**src/rtl/game_sequencer_if.sv**
```systemverilog
// game_sequencer_if: event inputs and control outputs between the Chip Invaders blocks and the game sequencer.
interface game_sequencer_if;
  logic       frame_tick;
  logic       btn_start;
  logic       alien_hit;
  logic [1:0] hit_row;
  logic [2:0] hit_col;
  logic       cannon_hit;
  logic       aliens_all_dead;
  logic       aliens_landed;
  logic [2:0] state;
  logic       play_enable;
  logic       formation_reset;
  logic       kill_valid;
  logic [1:0] kill_row;
  logic [2:0] kill_col;
  logic       laser_clear;
  logic [1:0] lives;
  logic [7:0] score;
  logic [2:0] wave;
  logic       hud_blink;
  modport master (
    output frame_tick, btn_start, alien_hit, hit_row, hit_col, cannon_hit, aliens_all_dead, aliens_landed,
    input  state, play_enable, formation_reset, kill_valid, kill_row, kill_col, laser_clear, lives, score, wave, hud_blink
  );
  modport slave (
    input  frame_tick, btn_start, alien_hit, hit_row, hit_col, cannon_hit, aliens_all_dead, aliens_landed,
    output state, play_enable, formation_reset, kill_valid, kill_row, kill_col, laser_clear, lives, score, wave, hud_blink
  );
endinterface

```
**src/rtl/game_sequencer.sv**
```systemverilog
// game_sequencer: Chip Invaders game-flow FSM turning hit events into score, lives, kills and block control pulses.
module game_sequencer #(
  parameter int INIT_LIVES   = 3,
  parameter int NUM_ROWS     = 3,
  parameter int NUM_COLUMNS  = 5,
  parameter int START_FRAMES = 60,
  parameter int DEATH_FRAMES = 90,
  parameter int CLEAR_FRAMES = 60,
  parameter int OVER_FRAMES  = 180
) (
  input logic              clk,
  input logic              reset,
  game_sequencer_if.slave  bus
);
  typedef enum logic [2:0] {ATTRACT, START, PLAYING, DYING, WAVE_CLEAR, GAME_OVER} state_e;
  state_e      state_q, state_d;
  logic [15:0] timer_q, timer_load_d;
  logic [3:0]  blink_cnt_q;
  logic        btn_q, hud_q, play_q, fr_q, kv_q, lc_q;
  logic [1:0]  kill_row_q, lives_q, lives_dec_d;
  logic [2:0]  kill_col_q, wave_q, wave_inc_d;
  logic [7:0]  score_q, score_hit_d;
  logic [8:0]  score_sum_d;
  logic        btn_rise_d, expire_d, hit_ok_d, blinking_d;
  always_comb begin
    btn_rise_d   = bus.btn_start & ~btn_q;
    expire_d     = bus.frame_tick && timer_q == 16'd1;
    hit_ok_d     = bus.alien_hit && 32'(bus.hit_row) < NUM_ROWS && 32'(bus.hit_col) < NUM_COLUMNS;
    score_sum_d  = {1'b0, score_q} + 9'(NUM_ROWS - 32'(bus.hit_row));
    score_hit_d  = score_sum_d[8] ? 8'hff : score_sum_d[7:0];
    lives_dec_d  = lives_q == 2'd0 ? 2'd0 : lives_q - 2'd1;
    wave_inc_d   = wave_q == 3'd7 ? 3'd7 : wave_q + 3'd1;
    blinking_d   = state_q == DYING || state_q == GAME_OVER;
    state_d      = state_q;
    case (state_q)
      ATTRACT:    state_d = btn_rise_d ? START : ATTRACT;
      START:      state_d = expire_d ? PLAYING : START;
      PLAYING:    state_d = (bus.aliens_landed || bus.cannon_hit) ? DYING :
                            bus.aliens_all_dead ? WAVE_CLEAR : PLAYING;
      DYING:      state_d = !expire_d ? DYING : lives_q == 2'd0 ? GAME_OVER :
                            bus.aliens_all_dead ? WAVE_CLEAR : PLAYING;
      WAVE_CLEAR: state_d = expire_d ? START : WAVE_CLEAR;
      GAME_OVER:  state_d = expire_d ? ATTRACT : GAME_OVER;
      default:    state_d = ATTRACT;
    endcase
    timer_load_d = state_d == START      ? 16'(START_FRAMES) :
                   state_d == DYING      ? 16'(DEATH_FRAMES) :
                   state_d == WAVE_CLEAR ? 16'(CLEAR_FRAMES) :
                   state_d == GAME_OVER  ? 16'(OVER_FRAMES)  : 16'd0;
  end
  always_ff @(posedge clk) begin
    if (reset) begin
      state_q     <= ATTRACT;
      timer_q     <= '0;
      blink_cnt_q <= '0;
      btn_q       <= 1'b0;
      hud_q       <= 1'b0;
      play_q      <= 1'b0;
      fr_q        <= 1'b0;
      kv_q        <= 1'b0;
      lc_q        <= 1'b0;
      kill_row_q  <= '0;
      kill_col_q  <= '0;
      lives_q     <= 2'(INIT_LIVES);
      score_q     <= '0;
      wave_q      <= '0;
    end else begin
      state_q <= state_d;
      btn_q   <= bus.btn_start;
      play_q  <= state_d == PLAYING;
      fr_q    <= 1'b0;
      kv_q    <= 1'b0;
      lc_q    <= 1'b0;
      // Any phase change restarts the frame timer and the blink phase
      if (state_d != state_q) begin
        timer_q     <= timer_load_d;
        blink_cnt_q <= '0;
        hud_q       <= 1'b0;
      end else begin
        if (bus.frame_tick && timer_q != 16'd0) timer_q <= timer_q - 16'd1;
        if (bus.frame_tick && blinking_d) begin
          blink_cnt_q <= blink_cnt_q + 4'd1;
          if (blink_cnt_q == 4'd15) hud_q <= ~hud_q;
        end
      end
      if (state_q == ATTRACT && btn_rise_d) begin
        score_q <= '0;
        lives_q <= 2'(INIT_LIVES);
        wave_q  <= '0;
        fr_q    <= 1'b1;
        lc_q    <= 1'b1;
      end
      if (state_q == PLAYING) begin
        if (hit_ok_d) begin
          kv_q       <= 1'b1;
          kill_row_q <= bus.hit_row;
          kill_col_q <= bus.hit_col;
          score_q    <= score_hit_d;
          lc_q       <= 1'b1;
        end
        if (bus.aliens_landed) lives_q <= 2'd0;
        else if (bus.cannon_hit) lives_q <= lives_dec_d;
        if (state_d != PLAYING) lc_q <= 1'b1;
      end
      if (state_q == WAVE_CLEAR && expire_d) begin
        wave_q <= wave_inc_d;
        fr_q   <= 1'b1;
      end
    end
  end
  assign bus.state           = state_q;
  assign bus.play_enable     = play_q;
  assign bus.formation_reset = fr_q;
  assign bus.kill_valid      = kv_q;
  assign bus.kill_row        = kill_row_q;
  assign bus.kill_col        = kill_col_q;
  assign bus.laser_clear     = lc_q;
  assign bus.lives           = lives_q;
  assign bus.score           = score_q;
  assign bus.wave            = wave_q;
  assign bus.hud_blink       = hud_q;
endmodule
```
**src/flat_wrapper.sv**
```systemverilog
// flat-port wrapper written by rule: the top's interface ports become plain ports
module game_sequencer_flat 
#(
  parameter int INIT_LIVES   = 3,
  parameter int NUM_ROWS     = 3,
  parameter int NUM_COLUMNS  = 5,
  parameter int START_FRAMES = 60,
  parameter int DEATH_FRAMES = 90,
  parameter int CLEAR_FRAMES = 60,
  parameter int OVER_FRAMES  = 180
)
  (clk, reset, bus_frame_tick, bus_btn_start, bus_alien_hit, bus_hit_row, bus_hit_col, bus_cannon_hit, bus_aliens_all_dead, bus_aliens_landed, bus_state, bus_play_enable, bus_formation_reset, bus_kill_valid, bus_kill_row, bus_kill_col, bus_laser_clear, bus_lives, bus_score, bus_wave, bus_hud_blink);
  game_sequencer_if bus_i ();
  input logic clk;
  input logic reset;
  input wire logic [$bits(bus_i.frame_tick)-1:0] bus_frame_tick;
  input wire logic [$bits(bus_i.btn_start)-1:0] bus_btn_start;
  input wire logic [$bits(bus_i.alien_hit)-1:0] bus_alien_hit;
  input wire logic [$bits(bus_i.hit_row)-1:0] bus_hit_row;
  input wire logic [$bits(bus_i.hit_col)-1:0] bus_hit_col;
  input wire logic [$bits(bus_i.cannon_hit)-1:0] bus_cannon_hit;
  input wire logic [$bits(bus_i.aliens_all_dead)-1:0] bus_aliens_all_dead;
  input wire logic [$bits(bus_i.aliens_landed)-1:0] bus_aliens_landed;
  output wire logic [$bits(bus_i.state)-1:0] bus_state;
  output wire logic [$bits(bus_i.play_enable)-1:0] bus_play_enable;
  output wire logic [$bits(bus_i.formation_reset)-1:0] bus_formation_reset;
  output wire logic [$bits(bus_i.kill_valid)-1:0] bus_kill_valid;
  output wire logic [$bits(bus_i.kill_row)-1:0] bus_kill_row;
  output wire logic [$bits(bus_i.kill_col)-1:0] bus_kill_col;
  output wire logic [$bits(bus_i.laser_clear)-1:0] bus_laser_clear;
  output wire logic [$bits(bus_i.lives)-1:0] bus_lives;
  output wire logic [$bits(bus_i.score)-1:0] bus_score;
  output wire logic [$bits(bus_i.wave)-1:0] bus_wave;
  output wire logic [$bits(bus_i.hud_blink)-1:0] bus_hud_blink;
  assign bus_i.frame_tick = bus_frame_tick;
  assign bus_i.btn_start = bus_btn_start;
  assign bus_i.alien_hit = bus_alien_hit;
  assign bus_i.hit_row = bus_hit_row;
  assign bus_i.hit_col = bus_hit_col;
  assign bus_i.cannon_hit = bus_cannon_hit;
  assign bus_i.aliens_all_dead = bus_aliens_all_dead;
  assign bus_i.aliens_landed = bus_aliens_landed;
  assign bus_state = bus_i.state;
  assign bus_play_enable = bus_i.play_enable;
  assign bus_formation_reset = bus_i.formation_reset;
  assign bus_kill_valid = bus_i.kill_valid;
  assign bus_kill_row = bus_i.kill_row;
  assign bus_kill_col = bus_i.kill_col;
  assign bus_laser_clear = bus_i.laser_clear;
  assign bus_lives = bus_i.lives;
  assign bus_score = bus_i.score;
  assign bus_wave = bus_i.wave;
  assign bus_hud_blink = bus_i.hud_blink;
  game_sequencer #(.INIT_LIVES(INIT_LIVES), .NUM_ROWS(NUM_ROWS), .NUM_COLUMNS(NUM_COLUMNS), .START_FRAMES(START_FRAMES), .DEATH_FRAMES(DEATH_FRAMES), .CLEAR_FRAMES(CLEAR_FRAMES), .OVER_FRAMES(OVER_FRAMES)) u_core (.clk(clk), .reset(reset), .bus(bus_i));
endmodule
```
**config.mk**
```make
export PLATFORM = sky130hd
export DESIGN_NAME = game_sequencer_flat
export DESIGN_NICKNAME = d
export VERILOG_FILES = /design/src/rtl/game_sequencer_if.sv /design/src/rtl/game_sequencer.sv /design/src/flat_wrapper.sv
export SDC_FILE = /design/constraint.sdc
export NUM_CORES = 1
export LEC_CHECK = 0
export CAP_MARGIN = 10
export CELL_PAD_IN_SITES_DETAIL_PLACEMENT = 0
export CELL_PAD_IN_SITES_GLOBAL_PLACEMENT = 1
export CORE_AREA = 4 4 97 99
export CTS_BUF_LIST = sky130_fd_sc_hd__clkbuf_8
export CTS_CLUSTER_SIZE = 12
export DETAILED_ROUTE_END_ITERATION = 16
export DIE_AREA = 0 0 101 103
export PLACE_DENSITY = 0.61
export SLEW_MARGIN = 5
export SYNTH_ARGS = -nofsm -noshare
export SYNTH_HDL_FRONTEND = slang
export SYNTH_SLANG_ARGS = --single-unit
```
**constraint.sdc**
```tcl
create_clock -name clk -period 2.95 [get_ports clk]
set_input_delay 0.59 -clock clk [delete_from_list [all_inputs] [get_ports clk]]
set_output_delay 0.59 -clock clk [all_outputs]
set_load 0.005 [all_outputs]
```
# After elaboration in Yosys (flattened, before gate mapping)

Cells that the tools add are included.

Add/subtract/negate cells: 6
$lt $le $gt $ge: 2
Equality and inequality tests: 15
Muxes and demuxes: 33
Bitwise gates (word level): 4
Reductions and logical operators: 18

Operators by type and width:

| cell                    | count |
|---|---|
| $mux W16                | 5 |
| $mux W8                 | 5 |
| $mux W3                 | 9 |
| $pmux W3 S6             | 1 |
| $eq A16 B1 Y1 const B   | 1 |
| $reduce_bool A16 Y1     | 1 |
| $sub A16 B1 Y16 const B | 1 |
| $eq A3 B3 Y1 const B    | 5 |
| $eq A3 B2 Y1 const B    | 4 |
| $mux W2                 | 6 |
| $add A8 B9 Y9           | 1 |
| $logic_and A1 B1 Y1     | 7 |
| $mux W1                 | 7 |
| $eq A3 B1 Y1 const B    | 2 |
| $add A4 B1 Y4 const B   | 1 |
| $eq A4 B4 Y1 const B    | 1 |
| $reduce_and A2 Y1       | 2 |
| $reduce_bool A2 Y1      | 2 |
| $reduce_or A2 Y1        | 2 |
| $add A3 B1 Y3 const B   | 1 |
| $logic_not A3 Y1        | 1 |
| $lt A3 B3 Y1 const B    | 1 |
| $ne A3 B2 Y1 const B    | 1 |
| $ne A3 B3 Y1            | 1 |
| other kinds (7)         | 10 |

Register bits: 47
Bits of input ports: 13
Output and inout port bits: 26
Logic and storage cells: 92

# Longest topological paths before layout

Gate-level depths: netlist of the first run.

Depth after elaboration: 10
Gate-level depth with buffers: 9
Gate-level depth less buffers: 9

# Least setup slack after synthesis of the first run

Ideal clock, no wire load.

Kind: input to register
Start: input port bus_hit_row[0]
End: register u_core.score_q[2], in the netlist u_core.bus.score[2]
Arrival: 2.221 ns
Setup slack: 0.610 ns
Stages on the path: 9
Path buffers: 0
Path through: inv_1 ha_1 fa_1 and3_1 and3_1 a31oi_1 a21oi_1 a31oi_1 nor2_1

Longest elaborated chain between the ends: 5
Elaborated cells between the ends (all ways): 8

RTL lines:

| item                                                 | RTL line                                   | RTL |
|---|---|---|
| start: declaration                                   | flat_wrapper.sv:19                         | `input wire logic [$bits(bus_i.hit_row)-1:0] bus_hit_row;` |
| $sub A2 B2 Y3 or $lt A2 B2 Y1 (tied branches)        | game_sequencer.sv:29, game_sequencer.sv:28 |  |
| $add A8 B9 Y9 or $logic_and A1 B1 Y1 (tied branches) | game_sequencer.sv:29, game_sequencer.sv:28 |  |
| $mux W8 or $logic_and A1 B1 Y1 (tied branches)       | game_sequencer.sv:30, game_sequencer.sv:28 |  |
| $mux W8 *                                            | game_sequencer.sv:94                       | `if (hit_ok_d) begin` |
| $mux W8 *                                            | game_sequencer.sv:93                       | `if (state_q == PLAYING) begin` |
| end signal: assignment                               | game_sequencer.sv:98                       | `score_q <= score_hit_d;` |
| end: declaration                                     | game_sequencer.sv:22                       | `logic [7:0] score_q, score_hit_d;` |

Every way passes the cells marked *; elsewhere a longest branch is shown, timed or not.
A chain may end at the register's enable or synchronous reset.

# Worst setup path after layout of the first run

Start: register u_core.timer_q[8]
End: register u_core.timer_q[2]

Longest elaborated chain between the ends: 10
Elaborated cells between the ends (all ways): 20

RTL lines:

| item                            | RTL line             | RTL |
|---|---|---|
| start: declaration              | game_sequencer.sv:17 | `logic [15:0] timer_q, timer_load_d;` |
| start signal: assignment        | game_sequencer.sv:76 | `timer_q <= timer_load_d;` |
| start signal: assignment        | game_sequencer.sv:80 | `if (bus.frame_tick && timer_q != 16'd0) timer_q <= timer_q - 16'd1;` |
| $eq A16 B1 Y1                   | game_sequencer.sv:27 | `expire_d = bus.frame_tick && timer_q == 16'd1;` |
| $logic_and A1 B1 Y1             | game_sequencer.sv:27 |  |
| $mux W3 (tied with other cells) | game_sequencer.sv:43 | `GAME_OVER: state_d = expire_d ? ATTRACT : GAME_OVER;` |
| $pmux W3 S6                     | game_sequencer.sv:35 | `case (state_q)` |
| $eq A3 B3 Y1                    | game_sequencer.sv:49 | `state_d == GAME_OVER ? 16'(OVER_FRAMES) : 16'd0;` |
| $mux W8                         | game_sequencer.sv:49 |  |
| $mux W16                        | game_sequencer.sv:48 | `state_d == WAVE_CLEAR ? 16'(CLEAR_FRAMES) :` |
| $mux W16                        | game_sequencer.sv:47 | `state_d == DYING ? 16'(DEATH_FRAMES) :` |
| $mux W16                        | game_sequencer.sv:46 | `timer_load_d = state_d == START ? 16'(START_FRAMES) :` |
| $mux W16                        | game_sequencer.sv:75 | `if (state_d != state_q) begin` |

Parallel ways exist; a longest one is shown, timed or not.

==> key figures, run 1 <==
Outcome
  • Status: finished, final reports clean

Clocking
  • Post-cts hold buffer count: 0
  • CTS clk-pin slew, worst paths: 100 ps
  • Clock buffer depth: 2
  • Max H-tree Level: 2
  • Postcts setup bufs: 0
  • # clock sinks: 47
  • CTS buffer count: 5
  • CTS resizes: 0
  • CTS tree: built
  • Root Buffer: clkbuf_8
  • Worst skew pair latency: 310 ps

Drt
  • Vias: 2228
  • Post-route ant nets: 0
  • DR pass1 iterations: 4
  • Vias per cell: 5.06
  • Final WL: 6250 microns
  • Starting DRC count in detailed routing: 63
  • Routed wire length per instance: 14.2 microns
  • DRC Markers: 0

Yosys
  • Synth area leader: dfxtp_1
  • Syn_nets: 310
  • Count leader, synth: dfxtp_1
  • Yosys cell types: 58
  • EDFF count, synth: 0
  • Share of the synthesized area in the top cell type: 37.8%
  • Synth Register Bits: 47
  • Avg Inst Size Synth: 8.62 sq um
  • List of most frequent post-synthesis cells: 47 x dfxtp_1, 31 x nor2_1, 30 x nand2_1
  • Asr flop ratio synth: 0%
  • Ranking of synthesized cells by area: dfxtp_1 38%, nor2_1 4.7%, nand2_1 4.5%, ha_1 3.5%, nand4_1 3.3%
  • Synthesized area: 2490 sq um
  • Post-Syn Instances: 289
  • Main flop type after synthesis: dfxtp_1
  • Ys Warns: 0
  • Register area share after synthesis: 37.8%

Worst setup path
  • CP peak stage delay: 550 ps
  • CP Class: reg -> reg
  • Cell Chain, Critical Path: nor4_2, nand4_4, o41a_1, o211a_2, nand3_1, buf_4, a32oi_1
  • CP startpoint kind: flop
  • Crit-path max FO: 23
  • Slowest-stage cell, CP: o41a_1
  • Worst setup EP type: flop
  • Critical Path AT: 2690 ps
  • CP Data Required Time: 3130 ps

GRT
  • Largest net degree at the start of global routing: 24
  • Number of global-route vias before repair: 2148
  • Total gr overflow: 0
  • Most Crowded Layer GR: met2
  • M3 GR Usage: 3.04%
  • Met2 usage: 20.1%
  • Total GRT Usage: 12.7%
  • Antenna violations before repair: 0
  • Met1 Track Usage GR: 17.4%
  • Global-route wire length before repair: 10700 microns

Timing
  • Final Max Slew Viols: 0
  • RSZ-0062 raised after global routing: no
  • Setup violators final: 0
  • Final worst path period share: 85.2%
  • TNS Setup: 0 ps
  • Final hold slack: 460 ps
  • Post-route minimum period: 2510 ps
  • Hold Violations, Final: 0
  • F_max: 398 MHz
  • Slew @ Worst Pin: 546 ps
  • Rel. slew slack: 63.3%
  • Final Skew: 13.3 ps

Pwr
  • Pleak: 1.10 nW
  • PD cells: 566 nW/um^2
  • Max VDD drop: 0.159 mV
  • Power, Total: 1.75 mW

Floorplanning
  • Io pins: 39
  • Core area: 8550 sq um
  • FP Rows: 34
  • Chip height: 103 microns
  • Die Wd: 101 microns
  • Initial core utilization: 29.1%
  • Die footprint: 10400 sq um

Place
  • Port Buffers: 38
  • HPWL after DPL: 4630 microns
  • Placed insts: 432
  • GPL Wtd Cong: 0.783

Finish
  • Nets@finish: 352
  • Fillers: 903
  • Layout cells sized above 1: 8.73%
  • Ant diodes: 0
  • P&R area growth vs syn: 24.1%
  • Final Non-Filler Cells: 440

Hold path
  • Worst hold path class: reg -> reg

Flow run
  • Max Cap Viol: 0
==> cell usage in the layout (no fill, tap or decap), types with 5 or more instances in the layout <==
master,netlist,layout
nand2_1,30,30
nor3_1,7,7
inv_1,15,15
dfxtp_1,47,47
clkbuf_8,4,5
a31oi_1,11,11
xor2_1,8,8
xnor2_1,5,5
clkdlybuf4s50_1,0,38
buf_4,0,9
nand4_1,13,13
o21ai_0,8,8
nand3_1,10,10
nor2_1,31,31
mux2i_1,7,7
ha_1,7,7
nand4b_1,5,5
a21oi_1,16,16
==> per-layer routing <==
layer  wire (microns)  share of wire, %
met5                0                 0
met3              215               3.4
met4               70               1.1
met1             3090                49
met2             2880                46
==> power breakdown <==
group | internal (mW) | switching, mW
Sequential | 0.688 | 0.0572
Clock | 0.253 | 0.232
Combinational | 0.228 | 0.292
==> path summary, 6_finish.rpt <==
check | start | end | slack, ps | depth (start not counted)
max reg2reg | u_core.timer_q[8] | u_core.timer_q[2] | 440 | 7
min reg2reg | u_core.bus.kill_row[1] | u_core.bus.kill_row[1] | 460 | 2
min | u_core.bus.kill_row[1] | u_core.bus.kill_row[1] | 460 | 2
max | u_core.timer_q[8] | u_core.timer_q[2] | 440 | 7
==> registers in the layout (all words and copies together) (netlist names) <==
signal and cells:
u_core.blink_cnt_q 4, u_core.btn_q 1, u_core.bus.formation_reset 1, u_core.bus.hud_blink 1, u_core.bus.kill_col 3, u_core.bus.kill_row 2
u_core.bus.kill_valid 1, u_core.bus.laser_clear 1, u_core.bus.lives 2, u_core.bus.play_enable 1, u_core.bus.score 8, u_core.bus.state 3
u_core.bus.wave 3, u_core.timer_q 16
==> stage by stage <==
stage	area [sq um]	util [%]	setup slack (ps)
after global routing	3090	36.1	207
after global placement	2980	34.8	139
after detailed placement	2980	34.8	115
after floorplan	2490	-	610
after CTS	3090	36.1	442
final	3090	36.1	436
==> worst max-delay path, delay by kind of cell, from the launching register on <==
kind                   cells  cell delay, ps
AO/OA/AOI/OAI              3             940
buffers and inverters      1             190
AND/OR/NAND/NOR            3             870
flip-flops                 1             360
==> cell families after synthesis <==
| family | count (synthesis) | share of synthesized area [%] |
|---|---|---|
| mux | 7 | 2.81 |
| simple gates | 118 | 25.2 |
| buf+inv | 27 | 6.13 |
| xor+xnor | 13 | 4.57 |
| fa+ha+maj | 8 | 4.32 |
| flops | 47 | 37.8 |
| compound gates | 69 | 19.1 |
==> area by class of cell <==
cell class / instances / area [sq um] / share of cell area, %
inverter: 15 / 56.3 / 1.82
sequential: 47 / 941 / 30.5
clock inverter: 3 / 43.8 / 1.42
tap: 108 / 135 / 4.37
multi-input combinational: 215 / 1400 / 45.2
clock buffer: 5 / 68.8 / 2.23
timing repair buffer: 47 / 448 / 14.5
No activity file was read; power rests on OpenSTA's default activity.
==> run 2: changes to the inputs <==
--- a/config.mk
+++ b/config.mk
@@ -5,6 +5,7 @@
 export SDC_FILE = /design/constraint.sdc
 export NUM_CORES = 1
 export LEC_CHECK = 0
+export ABC_CLOCK_PERIOD_IN_PS = 2950
 export CAP_MARGIN = 10
 export CELL_PAD_IN_SITES_DETAIL_PLACEMENT = 0
 export CELL_PAD_IN_SITES_GLOBAL_PLACEMENT = 1
==> results of run 2 <==
Final layout, timing and power as in run 1 (identical DEF).
==> run 3: changes to the inputs <==
--- a/config.mk
+++ b/config.mk
@@ -11,6 +11,7 @@
 export CELL_PAD_IN_SITES_GLOBAL_PLACEMENT = 1
 export CORE_AREA = 4 4 97 99
 export CTS_BUF_LIST = sky130_fd_sc_hd__clkbuf_8
+export CTS_CLUSTER_DIAMETER = 150
 export CTS_CLUSTER_SIZE = 12
 export DETAILED_ROUTE_END_ITERATION = 16
 export DIE_AREA = 0 0 101 103
==> results of run 3 <==
Final layout, timing and power as in run 1 (identical DEF).
